==> src/rtl/rom_dump_tx.sv <==
// Debug readback: reads a range of instruction-ROM words and streams them MSB byte first as 8N1 UART frames.
// Optional ROM_DUMP_CHECKSUM_EN appends an 8-bit mod-256 sum of all data bytes as one extra frame.
`timescale 1ns/1ps

module rom_dump_tx #(
   parameter int unsigned CLK_FREQ = 50000000,
   parameter int unsigned UART_BPS = 115200
) (
   input  logic        clk,
   input  logic        sys_rst_n,
   input  logic        start,
   input  logic [31:0] base_addr,
   input  logic [15:0] num_words,
   output logic        ce,
   output logic [31:0] addr_o,
   input  logic [31:0] data_i,
   output logic        uart_txd,
   output logic        busy,
   output logic        done
);

   localparam int unsigned BPS_CNT = CLK_FREQ / UART_BPS;
   localparam int unsigned CNT_W   = (BPS_CNT > 1) ? $clog2(BPS_CNT) : 1;
   localparam int unsigned BIT_W   = 4;

   typedef enum logic [2:0] {
      IDLE,
      RD_REQ,
      RD_WAIT,
      TX_BYTE,
`ifdef ROM_DUMP_CHECKSUM_EN
      CKSUM,
`endif
      FINISH
   } state_t;

   state_t             state;
   logic [CNT_W-1:0]   clk_cnt;
   logic [BIT_W-1:0]   bit_cnt;
   logic [1:0]         byte_idx;
   logic [31:0]        word_sr;
   logic [7:0]         tx_shift;
   logic [31:0]        cur_addr;
   logic [15:0]        remaining;
`ifdef ROM_DUMP_CHECKSUM_EN
   logic [7:0]         sum;
`endif

   // Frame bit index: 0 = start, 1..8 = data LSB first, 9 = stop.
   always_ff @(posedge clk or negedge sys_rst_n) begin
      if (!sys_rst_n) begin
         state     <= IDLE;
         clk_cnt   <= '0;
         bit_cnt   <= '0;
         byte_idx  <= '0;
         word_sr   <= '0;
         tx_shift  <= '0;
         cur_addr  <= '0;
         remaining <= '0;
         ce        <= 1'b0;
         addr_o    <= '0;
         uart_txd  <= 1'b1;
         busy      <= 1'b0;
         done      <= 1'b0;
`ifdef ROM_DUMP_CHECKSUM_EN
         sum       <= '0;
`endif
      end else begin
         ce   <= 1'b0;
         done <= 1'b0;
         case (state)
            IDLE: begin
               if (start) begin
                  if (num_words != 16'd0) begin
                     cur_addr  <= base_addr;
                     addr_o    <= base_addr;
                     remaining <= num_words;
                     busy      <= 1'b1;
                     ce        <= 1'b1;
                     state     <= RD_REQ;
`ifdef ROM_DUMP_CHECKSUM_EN
                     sum       <= '0;
`endif
                  end else begin
                     done <= 1'b1;
                  end
               end
            end

            RD_REQ: state <= RD_WAIT;

            // ROM data is valid now; the start bit of byte 0 goes out on the same edge.
            RD_WAIT: begin
               word_sr  <= {data_i[23:0], 8'h00};
               tx_shift <= data_i[31:24];
`ifdef ROM_DUMP_CHECKSUM_EN
               sum      <= sum + data_i[31:24];
`endif
               byte_idx <= '0;
               bit_cnt  <= '0;
               clk_cnt  <= '0;
               uart_txd <= 1'b0;
               state    <= TX_BYTE;
            end

`ifdef ROM_DUMP_CHECKSUM_EN
            TX_BYTE, CKSUM: begin
`else
            TX_BYTE: begin
`endif
               if (clk_cnt == CNT_W'(BPS_CNT - 1)) begin
                  clk_cnt <= '0;
                  if (bit_cnt == BIT_W'(9)) begin
`ifdef ROM_DUMP_CHECKSUM_EN
                     if (state == CKSUM) state <= FINISH; else
`endif
                     if (byte_idx != 2'd3) begin
                        // Next byte starts immediately after this stop bit.
                        byte_idx <= byte_idx + 2'd1;
                        bit_cnt  <= '0;
                        uart_txd <= 1'b0;
                        tx_shift <= word_sr[31:24];
                        word_sr  <= {word_sr[23:0], 8'h00};
`ifdef ROM_DUMP_CHECKSUM_EN
                        sum      <= sum + word_sr[31:24];
`endif
                     end else begin
                        remaining <= remaining - 16'd1;
                        cur_addr  <= cur_addr + 32'd1;
                        if (remaining != 16'd1) begin
                           ce     <= 1'b1;
                           addr_o <= cur_addr + 32'd1;
                           state  <= RD_REQ;
                        end else begin
`ifdef ROM_DUMP_CHECKSUM_EN
                           tx_shift <= sum;
                           bit_cnt  <= '0;
                           uart_txd <= 1'b0;
                           state    <= CKSUM;
`else
                           state    <= FINISH;
`endif
                        end
                     end
                  end else begin
                     bit_cnt <= bit_cnt + BIT_W'(1);
                     if (bit_cnt == BIT_W'(8)) begin
                        uart_txd <= 1'b1;
                     end else begin
                        uart_txd <= tx_shift[0];
                        tx_shift <= {1'b0, tx_shift[7:1]};
                     end
                  end
               end else begin
                  clk_cnt <= clk_cnt + CNT_W'(1);
               end
            end

            FINISH: begin
               done  <= 1'b1;
               busy  <= 1'b0;
               state <= IDLE;
            end

            default: state <= IDLE;
         endcase
      end
   end

endmodule

==> config.mk <==
export PLATFORM = sky130hd
export DESIGN_NAME = rom_dump_tx
export DESIGN_NICKNAME = d
export VERILOG_FILES = /design/src/rtl/rom_dump_tx.sv
export SDC_FILE = /design/constraint.sdc
export NUM_CORES = 1
export LEC_CHECK = 0
export CAP_MARGIN = 30
export CORE_MARGIN = 2
export CORE_UTILIZATION = 50
export CTS_BUF_LIST = sky130_fd_sc_hd__clkbuf_8
export CTS_CLUSTER_SIZE = 20
export DETAILED_ROUTE_END_ITERATION = 7
export GPL_TIMING_DRIVEN = 0
export PLACE_DENSITY_LB_ADDON = 0.12
export SLEW_MARGIN = 5
export SYNTH_ARGS = -nofsm -noshare
export SYNTH_HDL_FRONTEND = slang
export SYNTH_SLANG_ARGS = --single-unit
==> constraint.sdc <==
create_clock -name clk -period 6.9 [get_ports clk]
set_input_delay 2.07 -clock clk [delete_from_list [all_inputs] [get_ports clk]]
set_output_delay 2.07 -clock clk [all_outputs]
set_load 0.05 [all_outputs]
==> impl_metrics.toml, run 1 <==
[outcome]
outcome = "completed"

[route]
drt-initial-drc-count = 868
vias = 7154
drt_drc_violations_left = 0
viasPerCell = 6.24
antenna_left = 0
dr.pass1.iters = 8
drt-total-wl_mm = 22.1
wl_per_cell_um = 19.3

[die]
start_util_pct = 51.2
dieWidth_um = 126
io_pins = 119
rows = 44
die-area_sq_mm = 0.0159
die_h_um = 126
core_area_sq_mm = 0.0145

[worst_setup_path]
crit_type = "input pin to flip-flop"
end_kind = "flip-flop"
path_max_fanout = 10
cp-start-kind = "input pin"
required_ns = 7.21
crit_arrival_ns = 4.77

[global_route]
grt_max_degree = 76
track_usage_pct = 28.0
grt_pass1_wl_mm = 35.4
antenna_found_initial = 0
grt_overflow = 0
grt_pass1_vias = 6878

[synth]
syn_inst = 812
synthArstFlopShare_pct = 100
synth.yosys.warnings = 0
yosysSeqAreaShare_pct = 45.1
synth_area_leaders = "dfrtp_1, mux2_2, nand2_1, o21ai_0, nor2_1"
ys_types = 57
syn-cell-area_sq_mm = 0.00744
synth_edf_count = 0
synth_top_cells_by_count = "dfrtp_1, nand2_1, nor2_1"
synth_most_common_cell = "dfrtp_1"
yosys_most_used_dff = "dfrtp_1"
syn_avg_cell_area_sq_um = 9.16
synth_seq_cells = 134
synth_top_area_cell = "dfrtp_1"
synth.top_cell.area_share_pct = 44.7
synth_nets = 904

[finish]
postLayoutCellArea_sq_mm = 0.00928
instances_no_fill = 1147
multiInputGateArea_sq_mm = 0.00378
seqCellArea_sq_mm = 0.00335
nets = 1044
layout-drive-gt1-share_pct = 11.0
utilization_pct = 63.9
num_antenna_cells = 0
fillers = 1227
area.growth.synth_to_final_pct = 24.8

[sta]
holdWs_ns = 0.480
worst_pin_slew_ns = 0.953
finalHoldViolations = 0
slew_headroom_pct = 35.9
fmax_ghz = 0.224
setup_viol = 0
finalCritPeriodShare_pct = 64.7
finalWorstSetupSlack_ns = 2.44
rsz0062_at_grt = "no"
post-route-min-period_ns = 4.46
fin_tns_setup_ns = 0
skew_ns = 0.00740
final_max_slew_viol_count = 0

[power_and_ir_drop]
leakagePower_nw = 3.74
powerDensity_mw_per_mm2 = 216
vdd_drop_max_mv = 0.113
total_power_mw = 2.01

[clock_network]
cts_made_buffers = 17
hold_buffers = 0
clkSlewWorstSetupHoldPaths_ns = 0.08
cts-root-buf = "clkbuf_8"
h-tree-depth = 4
cts_setup_buffers = 0
clk_path_buf_depth = 2
cts_tree = "yes"
insertion_delay_ns = 0.46
cts_resized = 0
clock-sinks = 134

[place]
portBuffers = 118
dp_hpwl_mm = 15.7
placedCellCount = 1116
post_dp_cell_area_sq_mm = 0.00888
post-place-ws_ns = 2.00
globalplace.congestion = 0.932

[min_path]
hold_path.class = "flip-flop to flip-flop"

[run]
max_cap_violations = 0
-- metal layers --
metal  vias up  GRT usage (%)  share of wire (%)  wire [um]
li1       3263              -                  -          -
met1      3460           39.0                 43       9510
met2       391           43.6                 46      10100
met3        40           6.41                9.5       2100
met4         0           9.50                1.9        423
met5         -              0                  0          0
-- area by class of cell --
| cell class | instances | share of cell area [%] |
|---|---|---|
| flip-flops and latches | 134 | 36.1 |
| repair buffers | 121 | 13.1 |
| clock inverters | 9 | 1.11 |
| clock buffers | 21 | 3.11 |
| well taps | 184 | 2.48 |
| inverters | 16 | 0.647 |
| multi-input cells | 607 | 40.7 |
| plain buffers | 55 | 2.64 |
-- cell usage in the layout, fill, tap and decap left out, types with 9 or more instances in the layout --
cell | Yosys | layout
and3_1 | 11 | 11
ha_1 | 9 | 9
nor2_1 | 73 | 73
clkdlybuf4s50_1 | 0 | 117
or4_1 | 9 | 9
dfrtp_1 | 133 | 133
o21ai_0 | 72 | 72
clkbuf_1 | 37 | 37
a32o_1 | 9 | 9
a21oi_1 | 47 | 47
nand3_1 | 30 | 30
buf_2 | 13 | 14
nor3_1 | 19 | 19
nand4_1 | 17 | 17
nor4_1 | 16 | 16
nand2_1 | 99 | 99
mux2_2 | 45 | 45
inv_1 | 16 | 17
clkbuf_8 | 0 | 21
a31oi_1 | 34 | 34
mux2i_1 | 13 | 13
-- final timing paths --
check,slack [ns],cells past startpoint,start,to
worst min-delay path,0.48,2,byte_idx[1],byte_idx[1]
worst max-delay path,2.44,7,num_words[12],cur_addr[27]
max in group asynchronous,4.47,2,sys_rst_n,uart_txd
worst max register to register,3.93,7,state[0],word_sr[25]
worst min register to register,0.48,2,byte_idx[1],byte_idx[1]
min in group asynchronous,1.65,1,sys_rst_n,word_sr[28]
-- flip-flops by register name, summed over array words and instances, names as in the netlist --
name       count
state          3
ce             1
uart_txd       1
clk_cnt        9
tx_shift       8
cur_addr      32
remaining     16
word_sr       24
addr_o        32
bit_cnt        4
busy           1
byte_idx       2
done           1
-- cell families (layout without fill, tap and decap cells) --
logic type,count (synthesis),count (layout),share of synthesized area (%)
mux,63,63,9.57
buf+inv,71,222,4.10
flops,134,134,45.1
simple gates,307,307,20.3
xor+xnor,13,13,1.53
compound gates,215,215,17.9
fa+ha+maj,9,9,1.51
-- power by group --
group          switching, mW  internal, mW
sequential            0.0856         0.878
clock                  0.305         0.352
combinational          0.210         0.179
total                  0.600          1.41
-- critical path, stage by stage --
cell and delay, ns:
clkdlybuf4s50_1 0.46, nor4_1 0.33, nand4_1 0.35, a32oi_1 0.40, clkbuf_1 0.46, clkbuf_1 0.52, o21ai_0 0.19
No activity file was read; power rests on OpenSTA's default activity.
==> run 2: changes to the inputs <==
- clock period: 6.9 -> 3.8 ns (I/O delays scaled with it)
==> run 2 against run 1 <==
Power is 82% higher. Combinational power is 82% higher. Largest power group unchanged. Utilization stayed put.
==> impl_metrics.toml, run 2 (same netlist as run 1, synthesis figures left out) <==
[outcome]
outcome = "completed"

[clock_network]
cts_tree = "yes"
cts_made_buffers = 17
cts-root-buf = "clkbuf_8"
h-tree-depth = 4
cts_setup_buffers = 0
clk_path_buf_depth = 2
clock-sinks = 134
hold_buffers = 0
clkSlewWorstSetupHoldPaths_ns = 0.07
cts_resized = 0
insertion_delay_ns = 0.46

[sta]
skew_ns = 0.00729
holdWs_ns = 0.479
setup_viol = 0
slew_headroom_pct = 36.1
fmax_ghz = 0.281
rsz0062_at_grt = "no"
post-route-min-period_ns = 3.56
fin_tns_setup_ns = 0
finalHoldViolations = 0
worst_pin_slew_ns = 0.950
finalCritPeriodShare_pct = 93.8
final_max_slew_viol_count = 0

[worst_setup_path]
slowest_delay_ns = 0.52
endpoint = "cur_addr[27]"
reg2reg_depth = 7
worstReg2RegStart = "state[0]"
cp_cell_sequence = "clkdlybuf4s50_1 > nor4_1 > nand4_1 > a32oi_1 > clkbuf_1 > clkbuf_1 > o21ai_0"
cp-startpoint = "num_words[12]"
cp-start-kind = "input pin"
crit_arrival_ns = 3.87
cpMaxStageDelayCell = "clkbuf_1"
rr_endpoint = "word_sr[25]"
end_kind = "flip-flop"
crit_type = "input pin to flip-flop"
crit_top_cell = "clkbuf_1"
required_ns = 4.11
rrSetupSlack_ns = 0.81
path_max_fanout = 10

[route]
vias = 7140
antenna_left = 0
drt_drc_violations_left = 0
drt-initial-drc-count = 806
viasPerCell = 6.22
dr.pass1.iters = 8
wl_per_cell_um = 19.4
drt-total-wl_mm = 22.2

[global_route]
grt_pass1_wl_mm = 35.4
grt_overflow = 0
track_usage_pct = 28.0
grtUsageMet2_pct = 43.6
grt_max_degree = 76
met3_usage_pct = 6.41
met1_usage_pct = 39.0
antenna_found_initial = 0
top_usage_layer = "met2"
grt_pass1_vias = 6879

[finish]
nets = 1044
final_common_cell = "dfrtp_1"
num_antenna_cells = 0
fillers = 1227
area.growth.synth_to_final_pct = 24.8
seqCellArea_sq_mm = 0.00335
top_regs = "addr_o x32, cur_addr x32, word_sr x24"
final_cell_mix = "dfrtp_1, clkdlybuf4s50_1, nand2_1, nor2_1, o21ai_0"
multiInputGateArea_sq_mm = 0.00378
layout-drive-gt1-share_pct = 11.0

[die]
die_h_um = 126
io_pins = 119
start_util_pct = 51.2
rows = 44
core_area_sq_mm = 0.0145
dieWidth_um = 126
die-area_sq_mm = 0.0159

[power_and_ir_drop]
vdd_drop_max_mv = 0.203
leakagePower_nw = 3.74
powerDensity_mw_per_mm2 = 393

[place]
globalplace.congestion = 0.932
dp_hpwl_mm = 15.7
portBuffers = 118

[min_path]
hold_path.class = "flip-flop to flip-flop"

[run]
max_cap_violations = 0
run 2: metal layers:
layer  vias up  part of all wire, %
met5         -                    0
met4         0                  2.0
met3        47                  9.5
met2       391                   46
met1      3449                   43
li1       3253                    -
run 2: area by class of cell:
type / count / area share [%]
plain buffers: 55 / 2.64
clock buffers: 21 / 3.11
clock inverters: 9 / 1.11
inverters: 16 / 0.647
multi-input cells: 607 / 40.7
flip-flops and latches: 134 / 36.1
well taps: 184 / 2.48
repair buffers: 121 / 13.1
run 2: worst min path at each step:
stage / cells past startpoint / start / slack, ns / endpoint
after floorplan: 2 / byte_idx[1] / 0.44 / byte_idx[1]
after global placement: 2 / byte_idx[1] / 0.46 / byte_idx[1]
after detailed placement: 2 / byte_idx[1] / 0.47 / byte_idx[1]
after CTS: 2 / byte_idx[1] / 0.49 / byte_idx[1]
after global routing: 1 / word_sr[13] / 0.50 / word_sr[13]
final: 2 / byte_idx[1] / 0.48 / byte_idx[1]
run 2: critical path, delay by kind of cell:
family	cells	cell delay [ns]
AO/OA/AOI/OAI	2	0.58
AND/OR/NAND/NOR	2	0.67
buffers and inverters	3	1.46
run 2: power breakdown:
group	leakage [nW]	internal, mW	total [mW]	switching (mW)
registers	1.60	1.59	1.75	0.156
clock network	0.201	0.640	1.19	0.553
logic	1.93	0.325	0.706	0.381
total	3.74	2.56	3.65	1.09
run 2: stage by stage:
| stage | setup WS [ns] | instances | power [mW] | cell area (sq um) | util, % |
|---|---|---|---|---|---|
| 6_report | 0.237 | 1147 | 3.65 | 9280 | 63.9 |
| 3_5_place_dp | -0.173 | 1116 | 2.48 | 8880 | 61.1 |
| 5_1_grt | 0.0923 | 1147 | 3.82 | 9280 | 63.9 |
| 3_3_place_gp | -3.84 | 1114 | 2.45 | 8850 | 60.9 |
| 4_1_cts | 0.316 | 1146 | 3.67 | 9280 | 63.8 |
| 2_1_floorplan | 1.12 | 812 | 2.17 | 7440 | - |
==> run 3: changes to the inputs <==
- CTS_BUF_LIST: sky130_fd_sc_hd__clkbuf_8 -> sky130_fd_sc_hd__clkbuf_4 sky130_fd_sc_hd__clkbuf_8
==> run 3 against run 2 <==
Sequential power is essentially flat. Utilization about the same. Count of clock-buffer cells in the layout is 1 higher. Largest power group unchanged. Via count decreased by 0.74%. Cell count did not move. Register-to-register slack about the same. Critical endpoint is now cur_addr[7]. Power grew 0.31%. Clock power about the same. Flip-flop and latch count unchanged. Wire length is 0.52% lower. Maximum frequency up 0.43%.
==> impl_metrics.toml, run 3 (same netlist as run 1, synthesis figures left out) <==
[sta]
worst_pin_slew_ns = 0.968
finalCritPeriodShare_pct = 93.4
slew_headroom_pct = 34.9
fmax_ghz = 0.282
post-route-min-period_ns = 3.55
rsz0062_at_grt = "no"
fin_tns_setup_ns = 0
finalHoldViolations = 0
skew_ns = 0.00785
setup_viol = 0
finalWorstSetupSlack_ns = 0.252
holdWs_ns = 0.480
final_max_slew_viol_count = 0

[global_route]
grt_pass1_wl_mm = 35.4
grt_pass1_vias = 6883
track_usage_pct = 28.0
grt_overflow = 0
antenna_found_initial = 0
grt_max_degree = 76

[run]
max_cap_violations = 0

[power_and_ir_drop]
p_sw_mw = 1.09
p_seq_share_pct = 47.8
total_power_mw = 3.66
intPower_mw = 2.57
clockPowerShare_pct = 32.9
comb_power_share_pct = 19.3
sw_frac_of_total_pct = 29.8
leakagePower_nw = 3.74
powerDensity_mw_per_mm2 = 394
vdd_drop_max_mv = 0.208

[place]
globalplace.congestion = 0.932
dp_hpwl_mm = 15.7
post-place-ws_ns = -0.173
portBuffers = 118

[route]
drt-total-wl_mm = 22.1
wl_per_cell_um = 19.3
drt_drc_violations_left = 0
dr.pass1.iters = 7
viasPerCell = 6.18
antenna_left = 0
drt-initial-drc-count = 807
vias = 7087

[worst_setup_path]
crit_arrival_ns = 3.86
cpMaxStageDelayCell = "clkbuf_1"
required_ns = 4.11
end_kind = "flip-flop"
path_max_fanout = 10
cp-start-kind = "input pin"
cp_cell_sequence = "clkdlybuf4s50_1 > nor4_1 > nand4_1 > a32oi_1 > clkbuf_1 > clkbuf_1 > o21ai_0"
rrSetupSlack_ns = 0.82
crit_type = "input pin to flip-flop"
crit_top_cell = "clkbuf_1"
slowest_delay_ns = 0.52

[outcome]
outcome = "completed"

[finish]
final_common_cell = "dfrtp_1"
nets = 1044
final_cell_mix = "dfrtp_1, clkdlybuf4s50_1, nand2_1, nor2_1, o21ai_0"
top_regs = "addr_o x32, cur_addr x32, word_sr x24"
multiInputGateArea_sq_mm = 0.00378
fillers = 1225
layout-drive-gt1-share_pct = 11.1
num_antenna_cells = 0
seqCellArea_sq_mm = 0.00335
area.growth.synth_to_final_pct = 24.8

[die]
rows = 44
die_h_um = 126
io_pins = 119
die-area_sq_mm = 0.0159
core_area_sq_mm = 0.0145
dieWidth_um = 126
start_util_pct = 51.2

[clock_network]
h-tree-depth = 4
clkSlewWorstSetupHoldPaths_ns = 0.08
cts_setup_buffers = 0
cts_made_buffers = 17
insertion_delay_ns = 0.46
cts_tree = "yes"
cts-root-buf = "clkbuf_8"
cts_resized = 0
clock-sinks = 134
hold_buffers = 0
clk_path_buf_depth = 2

[min_path]
hold_path.class = "flip-flop to flip-flop"
==> run 3: cell types whose count changed in the layout (fill, tap and decap cells not counted) <==
cell	before	now
inv_1	17	16
clkbuf_4	0	1
==> run 3: layout make-up <==
class	count	share of cell area, %
plain buffers	55	2.64
clock buffers	22	3.19
clock inverters	8	1.06
inverters	16	0.647
multi-input cells	607	40.7
flip-flops and latches	134	36.1
well taps	184	2.48
repair buffers	121	13.1
==> run 3: path summary, 6_finish.rpt <==
kind	start	cells after the start	endpoint
max in group asynchronous	sys_rst_n	2	uart_txd
setup / recovery	num_words[12]	7	cur_addr[7]
hold / removal	byte_idx[1]	2	byte_idx[1]
min in group asynchronous	sys_rst_n	1	word_sr[28]
hold reg to reg	byte_idx[1]	2	byte_idx[1]
setup reg to reg	state[0]	7	word_sr[25]
==> run 3: layer usage <==
metal | vias up | part of all wire (%) | global-route usage [%]
met5 | - | 0 | 0
met3 | 49 | 9.2 | 6.41
met4 | 0 | 2.1 | 9.31
li1 | 3261 | - | -
met1 | 3408 | 43 | 39.0
met2 | 369 | 45 | 43.6
==> run 3: power by group through the flow <==
| stage | logic (mW) | clock network (mW) | registers (mW) |
|---|---|---|---|
| after detailed placement | 0.708 | 0 | 1.77 |
| after global routing | 0.772 | 1.28 | 1.78 |
| after floorplan | 0.296 | 0 | 1.88 |
| final | 0.705 | 1.20 | 1.75 |
| after global placement | 0.685 | 0 | 1.76 |
| after CTS | 0.711 | 1.22 | 1.75 |
==> run 3: worst max-delay path, delay by kind of cell <==
kind | cells | cell delay (ns)
buffers and inverters | 3 | 1.46
and+or+nand+nor | 2 | 0.66
AOI/OAI and AO/OA | 2 | 0.58
==> run 3: metrics by stage <==
step                area [sq um]  std cells  util (%)
floorplan                   7440        812         -
finish                      9290       1147      63.9
detailed placement          8880       1116      61.1
global route                9290       1147      63.9
global placement            8850       1114      60.9
CTS                         9280       1146      63.9
